==> src/rtl/full_adder.sv <==
// full_adder: registered ripple-carry adder, {c_out,s} = a + b + c_in.
// Define FULL_ADDER_OVF_EN to add the registered signed-overflow output ovf.
module full_adder #(
   parameter int WIDTH = 1
) (
   input  logic             clk,
   input  logic             rst_n,
   input  logic             in_valid,
   input  logic [WIDTH-1:0] a,
   input  logic [WIDTH-1:0] b,
   input  logic             c_in,
   output logic [WIDTH-1:0] s,
   output logic             c_out,
`ifdef FULL_ADDER_OVF_EN
   output logic             ovf,
`endif
   output logic             out_valid
);

   logic [WIDTH-1:0] sum;
   logic             carry;
   logic [WIDTH-1:0] s_q, s_d;
   logic             c_out_q, c_out_d;
   logic             out_valid_q, out_valid_d;
`ifdef FULL_ADDER_OVF_EN
   logic             carry_prev;
   logic             ovf_q, ovf_d;
`endif

   // Ripple chain of 1-bit cells; carry_prev ends as c_(WIDTH-1).
   always_comb begin
      sum   = '0;
      carry = c_in;
`ifdef FULL_ADDER_OVF_EN
      carry_prev = c_in;
`endif
      for (int i = 0; i < WIDTH; i++) begin
`ifdef FULL_ADDER_OVF_EN
         carry_prev = carry;
`endif
         sum[i] = a[i] ^ b[i] ^ carry;
         carry  = (a[i] & b[i]) | (carry & (a[i] ^ b[i]));
      end
   end

   always_comb begin
      s_d         = s_q;
      c_out_d     = c_out_q;
      out_valid_d = in_valid;
`ifdef FULL_ADDER_OVF_EN
      ovf_d       = ovf_q;
`endif
      if (in_valid) begin
         s_d     = sum;
         c_out_d = carry;
`ifdef FULL_ADDER_OVF_EN
         ovf_d   = carry ^ carry_prev;
`endif
      end
   end

   always_ff @(posedge clk or negedge rst_n) begin
      if (!rst_n) begin
         s_q         <= '0;
         c_out_q     <= 1'b0;
         out_valid_q <= 1'b0;
`ifdef FULL_ADDER_OVF_EN
         ovf_q       <= 1'b0;
`endif
      end else begin
         s_q         <= s_d;
         c_out_q     <= c_out_d;
         out_valid_q <= out_valid_d;
`ifdef FULL_ADDER_OVF_EN
         ovf_q       <= ovf_d;
`endif
      end
   end

   assign s         = s_q;
   assign c_out     = c_out_q;
   assign out_valid = out_valid_q;
`ifdef FULL_ADDER_OVF_EN
   assign ovf       = ovf_q;
`endif

endmodule

==> config.mk <==
export PLATFORM = sky130hd
export DESIGN_NAME = full_adder
export DESIGN_NICKNAME = d
export VERILOG_FILES = /design/src/rtl/full_adder.sv
export SDC_FILE = /design/constraint.sdc
export NUM_CORES = 1
export LEC_CHECK = 0
export CAP_MARGIN = 40
export CORE_AREA = 2 2 39 41
export CTS_CLUSTER_DIAMETER = 120
export DETAILED_ROUTE_END_ITERATION = 16
export DIE_AREA = 0 0 41 43
export SETUP_SLACK_MARGIN = 0.2
export SYNTH_ARGS = -nofsm -noshare
export SYNTH_HDL_FRONTEND = slang
export SYNTH_SLANG_ARGS = --single-unit
export TNS_END_PERCENT = 100
==> constraint.sdc <==
create_clock -name clk -period 1 [get_ports clk]
set_input_delay 0.25 -clock clk [delete_from_list [all_inputs] [get_ports clk]]
set_output_delay 0.25 -clock clk [all_outputs]
set_load 0.005 [all_outputs]
==> Word-level counts from Yosys, hierarchy flattened <==
Cells that the tools add are included.
{ "word_totals": {"ff_bits": 3, "in_bits": 6} }
{ "classes": {"n_bitwise": 5} }
{ "op_table": {"columns": ["cell", "n"], "rows": [
  ["1-bit AND", 2],
  ["1-bit bitwise XOR", 2],
  ["1-bit OR", 1]
]} }

==> Longest topological paths before layout <==
{ "depth": {"ltp_word": 3, "ltp_mapped": 2, "depth_no_buf": 2} }

==> Worst setup path after synthesis <==
Ideal clock, no wire load.
{ "synth_path": {"path_type": "input to register", "start": "in a", "end": "reg s_q, in the netlist s", "arrival_ns": 0.951, "path_stages": 2, "path_slack_ns": -0.076, "required_time_ns": 0.875, "path_cell_list": "fa_1 mux2_2"} }
{ "synth_via": {"elab_chain_cells": 2} }
{ "synth_lines": {"columns": ["element", "line", "text"], "rows": [
  ["start: declaration", "9", "input logic [WIDTH-1:0] a,"],
  ["1-bit bitwise XOR (2 in series)", "41", "sum[i] = a[i] ^ b[i] ^ carry;"],
  ["end signal: assignment", "64", "s_q <= '0;"],
  ["end signal: assignment", "71", "s_q <= s_d;"],
  ["end: declaration", "22", "logic [WIDTH-1:0] s_q, s_d;"]
]} }
Every way passes these cells.
A chain may end at the register's enable or synchronous reset.

==> Final worst setup path <==
{ "layout_path": {"start": "reg c_out_q, in the netlist c_out", "end": "out c_out"} }
{ "layout_lines": {"columns": ["element", "line", "text"], "rows": [
  ["start: declaration", "23", "logic c_out_q, c_out_d;"],
  ["start signal: assignment", "72", "c_out_q <= c_out_d;"],
  ["end: declaration", "13", "output logic c_out,"]
]} }
No word-level cell between the ends.

==> results.yml <==
cells_and_area:
  nNetsFinal: 29
  final_common_cell: "buf_2"
  antenna_cells: 0
  final_cell_mix: "4 x buf_2, 3 x dfrtp_1, 3 x clkbuf_4, 3 x buf_6"
  syn_to_final_growth_pct: 122
  nFillCells: 161
  drive_above_1_share_pct: 71.4
logic_synthesis:
  synth_nets: 13
  synthAdderAreaFrac_pct: 17.0
  muxShareOfSynthArea_pct: 19.1
  synth.avg_cell_area_um2: 19.6
  synth_cells: 6
  yosysWarnings: 0
  synth_compound_area_share_pct: 0
  synth_top_family_by_area: "multiplexers"
  synth_top_area_cell: "dfrtp_1"
  synth_xor_area_share_pct: 0
  synth_cell_type_count: 3
  synthTopCellsByArea: "dfrtp_1 64%, mux2_2 19%, fa_1 17%"
  synth_area_um2: 118
  synth-seq-cells: 3
  yosysTopAreaCellShare_pct: 63.8
  seq_area_frac_synth_pct: 63.8
  yosys.area_share.simple_pct: 0
sta:
  rsz0062_at_grt: "true"
  slew_viol_final: 0
  timing.fmax_ghz: 1.03
  hold_viol_final: 0
  fin_crit_ns: 0.974
  relSlewSlack_pct: 89.7
  post-route-period-util_pct: 97.4
  skew_ns: 0
  setup_viol: 0
  final.setup.tns_ns: 0
  worstMarginPinSlew_ns: 0.154
setup_path:
  cp_data_arrival_time_ns: 0.72
  worstPathCellList: "buf_2"
  crit_slowest_cell: "dfrtp_1"
  cpLargestDelayFamily: "flip-flops"
  cp-end-kind: "primary output"
  path_buf_inv: 1
  start_kind: "register"
  crit_path_max_fanout: 2
  worstPathRequired_ns: 0.75
  slowest_delay_ns: 0.37
  criticalPathCategory: "reg2out"
cts:
  clk_pin_slew_ns: 0.04
  cts_buffer_depth: 2
  numClockSinks: 3
  tritoncts: "built"
  cts_max_level: 1
  insertion_delay_ns: 0.23
  cts_root_buf: "clkbuf_4"
  cts_made_buffers: 3
drt:
  via_per_inst: 2.95
  drt-total-wl_um: 302
  first_pass_iters: 2
  antenna_left: 0
  drt-initial-drc-count: 1
  drc: 0
  num_vias: 109
  routedWlPerCell_um: 8.16
grt:
  grt_max_degree: 4
  grt_pass1_wl_um: 483
  antenna_found_initial: 0
  grt_pass1_vias: 129
  gr-total-overflow: 0
  globalRouteTotalUtil_pct: 5.15
floorplanning:
  start_util_pct: 8.50
  die_h_um: 43
  io_pins: 9
  die_area_um2: 1760
  core-area_um2: 1380
  die_width_um: 41
  row_count: 14
power_and_ir_drop:
  p_total_w: 0.000455
  p_per_area_nw_per_um2: 1740
  p_leak_nw: 0.126
  peakVddDrop_mv: 0.320
flow_run:
  drv_cap: 0
outcome:
  status: "complete, no violations"
placement:
  gp_congestion: 0.586
  portBuffers: 8
worst_hold_path:
  hold_class: "in2async"
==> per-layer routing <==
metal / global-route usage [%] / vias to the layer above / wire length [um]
li1: - / 49 / -
met1: 4.25 / 47 / 99
met2: 5.00 / 11 / 117
met3: 3.66 / 2 / 71
met4: 10.0 / 0 / 14
met5: 0 / - / 0
==> path summary, 6_finish.rpt <==
path,from,to,slack [ns],depth (start not counted)
max reg2reg,c_out,c_out,0.03,3
max in group asynchronous,rst_n,c_out,0.65,1
max,c_out,c_out,0.03,1
min,rst_n,s,0.20,1
min reg2reg,s,s,0.59,2
min in group clk,in_valid,out_valid,0.35,1
==> cell families after synthesis <==
group / count (synthesis)
muxes: 2
DFF: 3
adders and majority gates: 1
==> area by class of cell <==
type / count / area, um2 / area share, %
sequential: 3 / 75.1 / 28.7
tap: 16 / 20.0 / 7.66
clock buffer: 4 / 26.3 / 10.0
multi-input combinational: 3 / 52.6 / 20.1
timing repair buffer: 11 / 87.6 / 33.5
==> report_power, final <==
| group | internal (W) | switching, W |
|---|---|---|
| clock network | 0.000150 | 0.0000631 |
| registers | 0.000137 | 0.00000613 |
| logic | 0.0000703 | 0.0000287 |
==> stage by stage <==
stage	cell area [um2]	hold slack [ns]	cells	util, %	setup slack [ns]
3_5_place_dp	231	0.448	31	16.7	-0.564
2_1_floorplan	124	-0.0456	6	-	-0.0561
6_report	262	0.201	37	18.9	0.0263
4_1_cts	255	0.197	37	18.4	0.0104
5_1_grt	262	0.198	37	18.9	-0.0126
3_3_place_gp	231	0.436	31	16.7	-0.549
==> synthesized netlist by cell type <==
library cell and number:
dfrtp_1 3, fa_1 1, mux2_2 2
==> repair_timing <==
| action | in CTS | in global routing |
|---|---|---|
| hold buffers | 0 | 0 |
| endpoints found under the setup margin | 5 | 5 |
| pin swaps | 1 | 1 |
| buffers inserted | 2 | 0 |
| resized for setup | 27 | 1 |
==> flip-flops by register name, summed over array words and instances, names as in the netlist <==
name / flops
s: 1
c_out: 1
out_valid: 1
No activity file was read; power rests on OpenSTA's default activity.
